<file path="config.mk">
export PLATFORM = sky130hd
export DESIGN_NAME = serial_width_adapter_flat
export DESIGN_NICKNAME = d
export VERILOG_FILES = /design/src/rtl/serial_width_adapter_if.sv /design/src/rtl/serial_width_adapter.sv /design/src/flat_wrapper.sv
export SDC_FILE = /design/constraint.sdc
export NUM_CORES = 1
export LEC_CHECK = 0
export CORE_MARGIN = 5
export CORE_UTILIZATION = 40
export CTS_BUF_LIST = sky130_fd_sc_hd__clkbuf_4 sky130_fd_sc_hd__clkbuf_8
export DETAILED_ROUTE_END_ITERATION = 6
export GPL_ROUTABILITY_DRIVEN = 0
export GPL_TIMING_DRIVEN = 0
export PLACE_DENSITY = 0.68
export RECOVER_POWER = 100
export SLEW_MARGIN = 5
export SYNTH_ARGS = -nofsm -noshare
export SYNTH_HDL_FRONTEND = slang
export SYNTH_SLANG_ARGS = --single-unit
</file>
<file path="constraint.sdc">
create_clock -name clock -period 2.6 [get_ports clock]
set_clock_uncertainty 0.1 [all_clocks]
set_input_delay 0.78 -clock clock [delete_from_list [all_inputs] [get_ports clock]]
set_output_delay 0.78 -clock clock [all_outputs]
set_load 0.01 [all_outputs]
</file>
<file path="src/rtl/serial_width_adapter_if.sv">
// Handshake bundle for serial_width_adapter: host->target word stream in,
// narrow beat stream out, narrow beat stream in, reassembled word stream out.
// Signals: host_in_*, narrow_out_* (host->target), narrow_in_*, host_out_* (target->host).
// Modports: slave = adapter side, master = environment (host + target) side.
interface serial_width_adapter_if #(
    parameter int WIDE_W   = 32,
    parameter int NARROW_W = 4
);
    logic                host_in_valid;
    logic                host_in_ready;
    logic [WIDE_W-1:0]   host_in_bits;

    logic                narrow_out_valid;
    logic                narrow_out_ready;
    logic [NARROW_W-1:0] narrow_out_bits;

    logic                narrow_in_valid;
    logic                narrow_in_ready;
    logic [NARROW_W-1:0] narrow_in_bits;

    logic                host_out_valid;
    logic                host_out_ready;
    logic [WIDE_W-1:0]   host_out_bits;

    modport slave (
        input  host_in_valid, host_in_bits, narrow_out_ready,
        input  narrow_in_valid, narrow_in_bits, host_out_ready,
        output host_in_ready, narrow_out_valid, narrow_out_bits,
        output narrow_in_ready, host_out_valid, host_out_bits
    );

    modport master (
        output host_in_valid, host_in_bits, narrow_out_ready,
        output narrow_in_valid, narrow_in_bits, host_out_ready,
        input  host_in_ready, narrow_out_valid, narrow_out_bits,
        input  narrow_in_ready, host_out_valid, host_out_bits
    );
endinterface

</file>
<file path="src/rtl/serial_width_adapter.sv">
// Purpose: splits WIDE_W host words into NARROW_W beats (LSB slice first) and
//          reassembles target beats into host words; directions are independent.
// Latency: host fire t -> first beat t+1; last target beat t -> host word valid t+1.
// Backpressure: one-word buffer per direction; narrow_out_ready low freezes the
//          serializer, host_out_ready low with a full word stalls narrow_in_ready.
// Ports: clock, reset (synchronous, active-high), bus (serial_width_adapter_if.slave).
// Optional: SERIAL_WIDTH_ADAPTER_STATS_EN adds tx_words / rx_words word counters.
module serial_width_adapter #(
    parameter int WIDE_W   = 32,
    parameter int NARROW_W = 4
) (
    input  logic                  clock,
    input  logic                  reset,
    serial_width_adapter_if.slave bus
`ifdef SERIAL_WIDTH_ADAPTER_STATS_EN
    ,
    output logic [31:0]           tx_words,
    output logic [31:0]           rx_words
`endif
);
    localparam int RATIO = WIDE_W / NARROW_W;
    localparam int IDX_W = $clog2(RATIO);
    localparam logic [IDX_W-1:0] LAST_IDX = IDX_W'(RATIO - 1);

    // Serializer state
    logic              tx_busy_q, tx_busy_d;
    logic [WIDE_W-1:0] tx_buf_q,  tx_buf_d;
    logic [IDX_W-1:0]  tx_idx_q,  tx_idx_d;

    // Deserializer state
    logic              rx_full_q, rx_full_d;
    logic [WIDE_W-1:0] rx_buf_q,  rx_buf_d;
    logic [IDX_W-1:0]  rx_idx_q,  rx_idx_d;

    logic host_in_fire, narrow_out_fire, tx_last;
    logic narrow_in_fire, host_out_fire, rx_last;

    assign tx_last = (tx_idx_q == LAST_IDX);
    assign rx_last = (rx_idx_q == LAST_IDX);

    // The buffer can take a new word while its last beat leaves, giving a
    // gapless stream across word boundaries.
    assign bus.host_in_ready    = !reset && (!tx_busy_q || (tx_last && bus.narrow_out_ready));
    assign bus.narrow_out_valid = tx_busy_q;
    assign bus.narrow_out_bits  = tx_buf_q[int'(tx_idx_q) * NARROW_W +: NARROW_W];

    // A beat may land while the held word drains in the same cycle; the slice
    // it overwrites has already been consumed by the host.
    assign bus.narrow_in_ready  = !reset && (!rx_full_q || bus.host_out_ready);
    assign bus.host_out_valid   = rx_full_q;
    assign bus.host_out_bits    = rx_buf_q;

    assign host_in_fire    = bus.host_in_valid    && bus.host_in_ready;
    assign narrow_out_fire = bus.narrow_out_valid && bus.narrow_out_ready;
    assign narrow_in_fire  = bus.narrow_in_valid  && bus.narrow_in_ready;
    assign host_out_fire   = bus.host_out_valid   && bus.host_out_ready;

    always_comb begin
        tx_busy_d = tx_busy_q;
        tx_buf_d  = tx_buf_q;
        tx_idx_d  = tx_idx_q;
        if (narrow_out_fire) begin
            if (tx_last) begin
                tx_busy_d = 1'b0;
            end else begin
                tx_idx_d = tx_idx_q + IDX_W'(1);
            end
        end
        // A new word overrides the end-of-word idle transition.
        if (host_in_fire) begin
            tx_buf_d  = bus.host_in_bits;
            tx_idx_d  = '0;
            tx_busy_d = 1'b1;
        end
    end

    always_comb begin
        rx_full_d = rx_full_q;
        rx_buf_d  = rx_buf_q;
        rx_idx_d  = rx_idx_q;
        if (host_out_fire) begin
            rx_full_d = 1'b0;
        end
        // Completing a word in the drain cycle keeps the buffer full.
        if (narrow_in_fire) begin
            rx_buf_d[int'(rx_idx_q) * NARROW_W +: NARROW_W] = bus.narrow_in_bits;
            if (rx_last) begin
                rx_full_d = 1'b1;
                rx_idx_d  = '0;
            end else begin
                rx_idx_d  = rx_idx_q + IDX_W'(1);
            end
        end
    end

    always_ff @(posedge clock) begin
        if (reset) begin
            tx_busy_q <= 1'b0;
            tx_buf_q  <= '0;
            tx_idx_q  <= '0;
            rx_full_q <= 1'b0;
            rx_buf_q  <= '0;
            rx_idx_q  <= '0;
        end else begin
            tx_busy_q <= tx_busy_d;
            tx_buf_q  <= tx_buf_d;
            tx_idx_q  <= tx_idx_d;
            rx_full_q <= rx_full_d;
            rx_buf_q  <= rx_buf_d;
            rx_idx_q  <= rx_idx_d;
        end
    end

`ifdef SERIAL_WIDTH_ADAPTER_STATS_EN
    logic [31:0] tx_words_q, rx_words_q;

    // Counters wrap naturally at 2^32.
    always_ff @(posedge clock) begin
        if (reset) begin
            tx_words_q <= '0;
            rx_words_q <= '0;
        end else begin
            if (narrow_out_fire && tx_last) begin
                tx_words_q <= tx_words_q + 32'd1;
            end
            if (host_out_fire) begin
                rx_words_q <= rx_words_q + 32'd1;
            end
        end
    end

    assign tx_words = tx_words_q;
    assign rx_words = rx_words_q;
`endif
endmodule

</file>
<file path="src/flat_wrapper.sv">
// flat-port wrapper written by rule: the top's interface ports become plain ports
module serial_width_adapter_flat 
#(
    parameter int WIDE_W   = 32,
    parameter int NARROW_W = 4
)
  (clock, reset, bus_host_in_valid, bus_host_in_bits, bus_narrow_out_ready, bus_narrow_in_valid, bus_narrow_in_bits, bus_host_out_ready, bus_host_in_ready, bus_narrow_out_valid, bus_narrow_out_bits, bus_narrow_in_ready, bus_host_out_valid, bus_host_out_bits);
  serial_width_adapter_if #(.WIDE_W(WIDE_W), .NARROW_W(NARROW_W)) bus_i ();
  input  logic clock;
  input  logic reset;
  input wire logic [$bits(bus_i.host_in_valid)-1:0] bus_host_in_valid;
  input wire logic [$bits(bus_i.host_in_bits)-1:0] bus_host_in_bits;
  input wire logic [$bits(bus_i.narrow_out_ready)-1:0] bus_narrow_out_ready;
  input wire logic [$bits(bus_i.narrow_in_valid)-1:0] bus_narrow_in_valid;
  input wire logic [$bits(bus_i.narrow_in_bits)-1:0] bus_narrow_in_bits;
  input wire logic [$bits(bus_i.host_out_ready)-1:0] bus_host_out_ready;
  output wire logic [$bits(bus_i.host_in_ready)-1:0] bus_host_in_ready;
  output wire logic [$bits(bus_i.narrow_out_valid)-1:0] bus_narrow_out_valid;
  output wire logic [$bits(bus_i.narrow_out_bits)-1:0] bus_narrow_out_bits;
  output wire logic [$bits(bus_i.narrow_in_ready)-1:0] bus_narrow_in_ready;
  output wire logic [$bits(bus_i.host_out_valid)-1:0] bus_host_out_valid;
  output wire logic [$bits(bus_i.host_out_bits)-1:0] bus_host_out_bits;
  assign bus_i.host_in_valid = bus_host_in_valid;
  assign bus_i.host_in_bits = bus_host_in_bits;
  assign bus_i.narrow_out_ready = bus_narrow_out_ready;
  assign bus_i.narrow_in_valid = bus_narrow_in_valid;
  assign bus_i.narrow_in_bits = bus_narrow_in_bits;
  assign bus_i.host_out_ready = bus_host_out_ready;
  assign bus_host_in_ready = bus_i.host_in_ready;
  assign bus_narrow_out_valid = bus_i.narrow_out_valid;
  assign bus_narrow_out_bits = bus_i.narrow_out_bits;
  assign bus_narrow_in_ready = bus_i.narrow_in_ready;
  assign bus_host_out_valid = bus_i.host_out_valid;
  assign bus_host_out_bits = bus_i.host_out_bits;
  serial_width_adapter #(.WIDE_W(WIDE_W), .NARROW_W(NARROW_W)) u_core (.clock(clock), .reset(reset), .bus(bus_i));
endmodule
</file>
* Word level (Yosys, flattened, before mapping)
Index checks and enable logic that the tools add are counted.
Word-level totals: register bits 72, latch bits 0, bits in writable memories 0, bits in read-only memories 0, input port bits 42, output and inout port bits 40, memories 0
Operators by class: $add $sub $neg 3, multipliers 0, div/mod/pow operators 0, magnitude comparators 0, equality and inequality tests 2, shifts and indexed selects 3, muxes and demuxes 8, bitwise operators 1, reduce and logical (&&, ||, !) cells 17
Operator list (number):
- 5-bit negation with 33-bit output | 1
- 4-bit by 33-bit variable shift with 32-bit output, first input constant | 1
- 4-bit by 33-bit indexed part select with 32-bit output | 1
- 32-bit bitwise mux | 1
- 32-bit by 6-bit indexed part select with 4-bit output | 1
- 1-bit logical AND | 7
- 3-bit by 1-bit adder with 3-bit output, second input constant | 2
- 3-bit == test, second input constant | 2
- 1-bit 2-to-1 mux | 6
- 2-bit AND reduction | 2
- 2-bit nonzero test | 2
- 1-bit logical NOT | 3
- 3-bit 2-to-1 mux | 1
- 1-bit logical OR | 2
- 2-bit OR reduction | 1
- 1-bit NOT | 1

* Depth between registers and ports, before layout
Gate-level depths: netlist of run 1.
depth in word-level cells 7, mapped depth 8

* Worst setup path after synthesis of run 1
Ideal clock, no wire load.
kind input -> output, from in reset, to out bus_narrow_in_ready, data arrival time 1505 ps, path slack 215 ps, stages on the path 4, buffers on the path 2, cells stage by stage buf_2 > clkinv_1 > clkbuf_1 > and2_1
Between the ends: longest elaborated chain between the ends 2
RTL lines:
- start: declaration | RTL line flat_wrapper.sv:10 | input logic reset;
- 1-bit logical NOT | RTL line serial_width_adapter.sv:49 | assign bus.narrow_in_ready = !reset && (!rx_full_q || bus.host_out_ready);
- 1-bit logical AND | RTL line serial_width_adapter.sv:49
- end: declaration | RTL line flat_wrapper.sv:20 | output wire logic [$bits(bus_i.narrow_in_ready)-1:0] bus_narrow_in_ready;
No other way between the ends.

* Worst setup path after layout of run 1
from reg u_core.tx_idx_q[0], to out bus_narrow_out_bits[3]
Between the ends: longest elaborated chain between the ends 1
RTL lines:
- start: declaration | RTL line serial_width_adapter.sv:28 | logic [IDX_W-1:0] tx_idx_q, tx_idx_d;
- start signal: assignment | RTL line serial_width_adapter.sv:107 | tx_idx_q <= tx_idx_d;
- 32-bit by 6-bit indexed part select with 4-bit output | RTL line serial_width_adapter.sv:45 | assign bus.narrow_out_bits = tx_buf_q[int'(tx_idx_q) * NARROW_W +: NARROW_W];
- end: declaration | RTL line flat_wrapper.sv:19 | output wire logic [$bits(bus_i.narrow_out_bits)-1:0] bus_narrow_out_bits;
No other way between the ends.

==> qor.yml, run 1 <==
timing:
  setup_viol: 4
  fin_crit_sh_pct: 102.9
  drv_slew: 0
  finalCriticalPeriod_ps: 2675
  rsz0062_at_grt: "true"
  clock.fmax_ghz: 0.3738
  fin_hold_ws_ps: 358.4
  maxSlewHeadroom_pct: 57.28
  tightest_slew_ps: 632.0
  hold_violations: 0
  fin_ws_ps: -75.15
worst_setup_path:
  crit_required_ps: 1720
  end_kind: "output pin"
  worstPathMaxFanout: 5
  crit_type: "flip-flop to output pin"
  critPathArrivalTime_ps: 1800
  cp-start-kind: "flip-flop"
pwr:
  sw_frac_of_total_pct: 24.75
  p_clk_share_pct: 34.0
  p_comb_share_pct: 14.1
  total_power_mw: 2.254
  powerDensity_mw_per_mm2: 519.0
  internal-power_mw: 1.696
  ir_drop_uv: 263.3
  power.switching_uw: 557.7
  sequentialPowerShare_pct: 51.9
  leakage_nw: 1.772
global_routing:
  grt_pass1_vias: 2879
  grt_overflow: 0
  grt_antenna_before_repair: 0
  grt_max_degree: 11
  track_usage_pct: 18.14
  grt_pass1_wl_mm: 14.25
synthesis:
  synth-seq-cells: 72
  ys_warn_count: 0
  avgSynthCellArea_um2: 8.916
  synth_top_area_share_pct: 46.19
  synth_top_cell_by_area: "dfxtp_1"
  synth-edff-count: 0
  ys_seq_area_share_pct: 46.19
  mappedNetlistNets: 401
  syn_inst: 350
  ys_types: 38
  synth.top_cells.by_area: "dfxtp_1 (46%), nand2_1 (11%), mux2i_1 (5.8%)"
  syn-cell-area_mm2: 0.003120
  synth-main-ff-cell: "dfxtp_1"
  ys_async_sr_fraction_pct: 0
floorplan:
  die_w_um: 98.33
  row_count: 32
  die_y_um: 98.33
  dieArea_mm2: 0.009668
  start_util_pct: 40.80
  ios: 82
  coreArea_mm2: 0.007647
job:
  maxCapViolCount: 0
cells_and_area:
  drive_above_1_share_pct: 13.50
  nFillCells: 700
  diodes: 0
  finalNetCount: 501
  syn_to_final_growth_pct: 39.13
  stdcell_count: 554
  regArea_mm2: 0.001446
  multiInputGateArea_mm2: 0.001587
  design_area_mm2: 0.004342
cts:
  postCtsHoldBufs: 0
  clk_latency_ps: 340
  cts_tree: "yes"
  cts-root-buf: "clkbuf_8"
  cts.clk_slew.worst_paths_ps: 70
  htreeDepth: 3
  cts.sinks: 72
  cts_buffer_depth: 2
  cts_buffers: 9
place:
  io_buffers: 81
  dp_hpwl_mm: 6.208
  dpl_cell_area_mm2: 0.004059
  place_inst: 533
route:
  ant_nets: 0
  drt_iter0_drc: 130
  vias: 2841
  wl_mm: 8.580
  first_pass_iters: 4
  drc: 0
  viasPerCell: 5.128
  wl_per_cell_um: 15.49
outcome:
  status: "complete, but fails checks"
  violations: "setup timing"
worst_hold_path:
  hp-class: "flip-flop to flip-flop"
-- critical path, stage by stage (launching register included) --
cell and delay [ps]:
dfxtp_4 370, buf_8 130, mux4_2 520, mux2_4 300, buf_6 120
-- Yosys cell counts (3+ instances only) --
cell,number
nand3_1,9
nor2_1,12
nand2_1,94
o21ai_1,6
ha_1,9
a21oi_1,6
buf_2,8
o21ai_0,33
nand2b_1,3
and2_1,3
nand3b_1,3
nor3_1,6
inv_1,4
dfxtp_1,72
mux2i_1,18
nor2b_1,3
mux4_2,8
or3_1,3
mux2_2,4
clkbuf_1,11
nand4_1,5
o211ai_1,3
o31ai_1,6
a31o_2,4
-- what timing repair did --
action	CTS	global route
endpoints found under the setup margin	6	7
buffers inserted	6	1
cloned	1	0
pin swaps	1	1
resized for setup	59	3
-- placed cells by master (no fill, tap or decap), types with 5 or more instances in the layout --
cell	n
a21oi_1	6
buf_4	7
buf_6	7
clkbuf_1	11
clkbuf_2	5
clkbuf_8	12
clkdlybuf4s50_1	37
dfxtp_1	70
dlygate4sd3_1	35
ha_1	9
mux2i_1	18
mux4_2	8
nand2_1	94
nand3_1	10
nand4_1	5
nor2_1	11
nor3_1	6
o21ai_0	39
o31ai_1	6
-- stage by stage --
| step | setup TNS (ps) | util [%] | setup WS (ps) |
|---|---|---|---|
| 2_1_floorplan | 0 | - | 214.9 |
| 3_3_place_gp | -4855 | 53.08 | -1141 |
| 3_5_place_dp | -4669 | 53.08 | -1124 |
| 4_1_cts | -269.8 | 57.00 | -106.5 |
| 5_1_grt | -886.5 | 56.77 | -113.7 |
| 6_report | -181.4 | 56.77 | -75.15 |
-- kinds of logic after synthesis --
| group | after synthesis | share of synthesized area (%) |
|---|---|---|
| xor+xnor | 1 | 0.2807 |
| simple gates | 149 | 21.33 |
| flops | 72 | 46.19 |
| buf+inv | 27 | 3.809 |
| mux | 30 | 12.99 |
| fa+ha+maj | 9 | 3.609 |
| compound gates | 62 | 11.79 |
-- worst paths after layout --
| kind | slack (ps) | startpoint | to | depth (start not counted) |
|---|---|---|---|---|
| max | -80 | u_core.tx_idx_q[0] | bus_narrow_out_bits[3] | 4 |
| min | 360 | u_core.tx_buf_q[20] | u_core.tx_buf_q[20] | 2 |
| max reg2reg | 110 | u_core.rx_idx_q[0] | u_core.bus.host_out_bits[11] | 7 |
| min reg2reg | 360 | u_core.tx_buf_q[20] | u_core.tx_buf_q[20] | 2 |
-- layer usage --
layer	track usage [%]	vias to the layer above	wire, um
li1	-	1404	-
met5	0	-	0
met3	4.357	13	624
met4	6.303	0	133
met2	30.79	108	4050
met1	22.46	1316	3771
-- power by group through the flow --
stage | registers (mW) | logic, mW | clock network, mW
finish | 1.17 | 0.318 | 0.766
global placement | 1.19 | 0.300 | 0
floorplan | 1.19 | 0.164 | 0
detailed placement | 1.19 | 0.302 | 0
CTS | 1.17 | 0.324 | 0.783
global route | 1.17 | 0.351 | 0.824
-- cell type report --
| class | count | share of cell area, % |
|---|---|---|
| clock inverters | 1 | 0.1153 |
| well taps | 102 | 2.939 |
| inverters | 5 | 0.4611 |
| clock buffers | 12 | 3.660 |
| repair buffers | 89 | 19.83 |
| flip-flops and latches | 72 | 33.31 |
| multi-input cells | 251 | 36.54 |
| plain buffers | 22 | 3.141 |
-- registers in the layout (all words and copies together), names as in the netlist --
signal,count
u_core.rx_idx_q,3
u_core.bus.host_out_valid,1
u_core.tx_idx_q,3
u_core.bus.host_out_bits,32
u_core.tx_buf_q,32
u_core.bus.narrow_out_valid,1
No activity file was read; power rests on OpenSTA's default activity.
==> run 2: changes to the inputs <==
Settings changed: TNS_END_PERCENT set to 10.
==> run 2 against run 1 <==
Against the previous run:
- largest cell class unchanged
- largest power group unchanged
- setup slack gained 3.1 ps
- die area is the same
- sequential share of layout area is essentially flat
- clock power about the same
- global-route usage barely moved
- the flow still finishes with violations (setup timing)
- final area fell by 0.12%
==> qor.yml, run 2 (synthesized netlist as in run 1, its figures left out) <==
cts:
  cts_buffers: 9
  clk_latency_ps: 340
  cts.sinks: 72
  cts-root-buf: "clkbuf_8"
  cts_buffer_depth: 2
  cts_tree: "yes"
  cts.clk_slew.worst_paths_ps: 70
  postCtsHoldBufs: 0
  htreeDepth: 3
floorplan:
  coreArea_mm2: 0.007647
  ios: 82
  start_util_pct: 40.80
  row_count: 32
  die_y_um: 98.33
  dieArea_mm2: 0.009668
  die_w_um: 98.33
timing:
  fin_ws_ps: -72.06
  clock.fmax_ghz: 0.3742
  fin_crit_sh_pct: 102.8
  fin_hold_ws_ps: 353.0
  maxSlewHeadroom_pct: 56.30
  hold_violations: 0
  finalCriticalPeriod_ps: 2672
  setup_viol: 4
  rsz0062_at_grt: "true"
  drv_slew: 0
  tightest_slew_ps: 646.4
route:
  viasPerCell: 5.056
  vias: 2791
  wl_per_cell_um: 15.43
  first_pass_iters: 7
  ant_nets: 0
  drc: 0
  wl_mm: 8.515
  drt_iter0_drc: 135
cells_and_area:
  finalNetCount: 499
  drive_above_1_share_pct: 13.56
  diodes: 0
  final_cell_mix: "nand2_1 (94), dfxtp_1 (70), clkdlybuf4s50_1 (36), dlygate4sd3_1 (36), o21ai_0 (35)"
  stdcell_count: 552
  syn_to_final_growth_pct: 38.97
  final_common_cell: "nand2_1"
worst_setup_path:
  crit_required_ps: 1720
  worstPathMaxFanout: 5
  end_kind: "output pin"
  critPathArrivalTime_ps: 1790
  cp-start-kind: "flip-flop"
  crit_type: "flip-flop to output pin"
place:
  io_buffers: 81
  dp_hpwl_mm: 6.208
  place_inst: 533
  dp_slack_ps: -1124
job:
  maxCapViolCount: 0
pwr:
  leakage_nw: 1.769
  total_power_mw: 2.256
  powerDensity_mw_per_mm2: 520.3
  ir_drop_uv: 264.6
global_routing:
  grt_max_degree: 11
  grt_pass1_wl_mm: 14.22
  grt_pass1_vias: 2877
  grt_antenna_before_repair: 0
  track_usage_pct: 18.11
  grt_overflow: 0
outcome:
  status: "complete, but fails checks"
  violations: "setup timing"
worst_hold_path:
  hp-class: "flip-flop to flip-flop"
-- run 2: power by group --
| part | switching (mW) | leakage, nW | internal [mW] |
|---|---|---|---|
| clock | 0.376 | 0.0876 | 0.392 |
| sequential | 0.0247 | 0.588 | 1.14 |
| combinational | 0.159 | 1.09 | 0.160 |
-- run 2: stage by stage --
stage	instance area (um^2)	TNS [ps]	util, %
floorplan	3120	0	-
global placement	4059	-4855	53.08
detailed placement	4059	-4669	53.08
CTS	4352	-269.8	56.90
global route	4337	-428.9	56.71
finish	4337	-169.1	56.71
-- run 2: metal layers --
metal,vias to the layer above,wire length (um),track usage (%),share of wire (%)
li1,1399,-,-,-
met1,1285,3808,22.42,45
met2,96,4041,30.73,47
met3,11,550,4.357,6.5
met4,0,115,6.303,1.4
met5,-,0,0,0
-- run 2: worst paths after layout --
kind	from	slack, ps	endpoint	cells after the start
max	u_core.tx_idx_q[0]	-70	bus_narrow_out_bits[3]	4
min	u_core.tx_buf_q[23]	350	u_core.tx_buf_q[23]	2
max reg2reg	u_core.rx_idx_q[0]	190	u_core.bus.host_out_bits[12]	8
min reg2reg	u_core.tx_buf_q[23]	350	u_core.tx_buf_q[23]	2
-- run 2: area by class of cell --
| class | count | area (um^2) |
|---|---|---|
| clock buffer | 12 | 158.9 |
| fill | 697 | 3311 |
| clock inverter | 1 | 5.005 |
| multi-input combinational | 251 | 1587 |
| sequential | 72 | 1446 |
| buffer | 22 | 138.9 |
| inverter | 5 | 20.02 |
| tap | 102 | 127.6 |
| timing repair buffer | 87 | 853.3 |
-- run 2: timing repair --
| item | 4_1_cts | 5_1_grt |
|---|---|---|
| setup buffers | 5 | 0 |
| setup endpoints to repair | 6 | 7 |
| pin swaps | 1 | 1 |
| resized for setup | 59 | 3 |
| cloned | 1 | 0 |
-- run 2: critical path, stage by stage, from the launching register on --
cell,delay (ps)
dfxtp_4,370
buf_8,130
mux4_2,520
mux2_4,300
buf_6,120
==> run 3: changes to the inputs <==
Settings changed: CORE_MARGIN 5 to unset, DONT_BUFFER_PORTS set to 1, PLACE_DENSITY 0.68 to unset.
==> run 3 against run 2 <==
Against the previous run:
- the flow now finishes without violations
- maximum frequency rose by 3.8%
- setup slack better by 97 ps
- flip-flop and latch count unchanged
- sequential share of layout area is 8.3 points higher
- via count shrank 9.6%
- power down 1.8%
- combinational power shrank 33%
- critical path type unchanged
- critical endpoint is now bus_narrow_out_bits[2]
- largest cell class unchanged
==> qor.yml, run 3 (synthesized netlist as in run 1, its figures left out) <==
route:
  wl_per_cell_um: 16.69
  drc: 0
  drt_iter0_drc: 66
  first_pass_iters: 5
  vias: 2523
  viasPerCell: 5.426
  wl_mm: 7.762
  ant_nets: 0
timing:
  clock.fmax_ghz: 0.3884
  fin_ws_ps: 25.15
  setup_viol: 0
  hold_violations: 0
  tightest_slew_ps: 682.7
  fin_crit_sh_pct: 99.03
  finalCriticalPeriod_ps: 2575
  rsz0062_at_grt: "true"
  drv_slew: 0
  maxSlewHeadroom_pct: 53.85
worst_setup_path:
  end_kind: "output pin"
  critPathSlowestCell: "mux4_2"
  critPathTopFamily: "multiplexers"
  crit_chain: "buf_12 -> mux4_2 -> mux2_4"
  critPathArrivalTime_ps: 1690
  crit_required_ps: 1720
  worstPathMaxFanout: 9
  cp-start-kind: "flip-flop"
  critPathMaxStageDelay_ps: 520
  crit_type: "flip-flop to output pin"
  critical_path_buf_inv_count: 1
cts:
  cts_tree: "yes"
  cts.sinks: 72
  clk_latency_ps: 340
  cts.clk_slew.worst_paths_ps: 90
  htreeDepth: 3
  cts_buffers: 9
  cts_buffer_depth: 2
  cts-root-buf: "clkbuf_8"
  postCtsHoldBufs: 0
floorplan:
  die_w_um: 90.33
  die_y_um: 90.33
  ios: 82
  dieArea_mm2: 0.008159
  start_util_pct: 42.12
  row_count: 31
  coreArea_mm2: 0.007408
worst_hold_path:
  hp-class: "flip-flop to flip-flop"
pwr:
  ir_drop_uv: 320.8
  power.switching_uw: 623.1
  p_clk_share_pct: 37.4
  powerDensity_mw_per_mm2: 638.6
  sequentialPowerShare_pct: 52.8
  p_comb_share_pct: 9.7
  leakage_nw: 1.289
  internal-power_mw: 1.593
  sw_frac_of_total_pct: 28.12
place:
  dp_hpwl_mm: 5.678
  place_inst: 449
  dp_slack_ps: -28.72
  io_buffers: 0
global_routing:
  grt_antenna_before_repair: 0
  grt_max_degree: 16
  grt_pass1_vias: 2533
  grt_pass1_wl_mm: 12.77
  track_usage_pct: 20.11
  grt_overflow: 0
cells_and_area:
  stdcell_count: 465
  syn_to_final_growth_pct: 11.19
  final_common_cell: "nand2_1"
  drive_above_1_share_pct: 13.11
  finalNetCount: 412
  diodes: 0
  finalCoreUtilization_pct: 46.83
  final_cell_mix: "nand2_1 (94), dfxtp_1 (70), o21ai_0 (38)"
outcome:
  status: "finished clean"
job:
  maxCapViolCount: 0
run 3: final cells by class:
| class | count | area [um^2] |
|---|---|---|
| Inverter | 5 | 22.52 |
| Clock inverter | 7 | 60.06 |
| Multi-Input combinational cell | 251 | 1567 |
| Fill cell | 773 | 3939 |
| Clock buffer | 9 | 123.9 |
| Buffer | 22 | 128.9 |
| Sequential cell | 72 | 1444 |
| Tap cell | 99 | 123.9 |
run 3: timing repair:
action	CTS	global route
setup endpoints to repair	5	5
cloned	0	0
gates resized for setup	10	6
buffers inserted	0	0
run 3: final timing paths:
| check | from | end | slack, ps | cells past startpoint |
|---|---|---|---|---|
| worst min register to register | u_core.tx_buf_q[8] | u_core.tx_buf_q[8] | 360 | 2 |
| worst max register to register | u_core.rx_idx_q[0] | u_core.bus.host_out_bits[12] | 170 | 7 |
| worst max-delay path | u_core.tx_idx_q[0] | bus_narrow_out_bits[2] | 30 | 3 |
| worst min-delay path | u_core.tx_buf_q[8] | u_core.tx_buf_q[8] | 360 | 2 |
run 3: worst reg2reg max path: cells and delay by family (launching register included):
kind | cells | cell delay [ps]
AO/OA/AOI/OAI | 2 | 600
flip-flops | 1 | 390
adder cells (fa/ha/maj) | 2 | 630
AND/OR/NAND/NOR | 1 | 340
buffers and inverters | 2 | 280
run 3: routing by layer:
layer  global-route usage (%)  up-vias  share of wire (%)  routed length, um
li1                         -     1233                  -                  -
met1                    24.03     1191                 43               3361
met2                    32.89       85                 47               3619
met3                    6.313       14                7.5                583
met4                    9.409        0                2.5                197
met5                        0        -                  0                  0
run 3: power groups by stage:
| stage | Sequential, mW | Combinational (mW) | Clock [mW] |
|---|---|---|---|
| 6_report | 1.17 | 0.216 | 0.829 |
| 3_3_place_gp | 1.19 | 0.208 | 0 |
| 3_5_place_dp | 1.20 | 0.211 | 0 |
| 2_1_floorplan | 1.19 | 0.164 | 0 |
| 4_1_cts | 1.17 | 0.217 | 0.844 |
| 5_1_grt | 1.18 | 0.246 | 0.893 |
run 3: stage by stage:
stage	cell area [um^2]	hold slack (ps)	total power, mW	TNS [ps]
after global placement	3244	334.3	1.402	-33.74
after floorplan	3120	325.2	1.351	0
after detailed placement	3244	342.4	1.407	-28.72
after global routing	3470	378.6	2.315	-15.89
after CTS	3458	354.8	2.231	0
final	3470	359.7	2.216	0
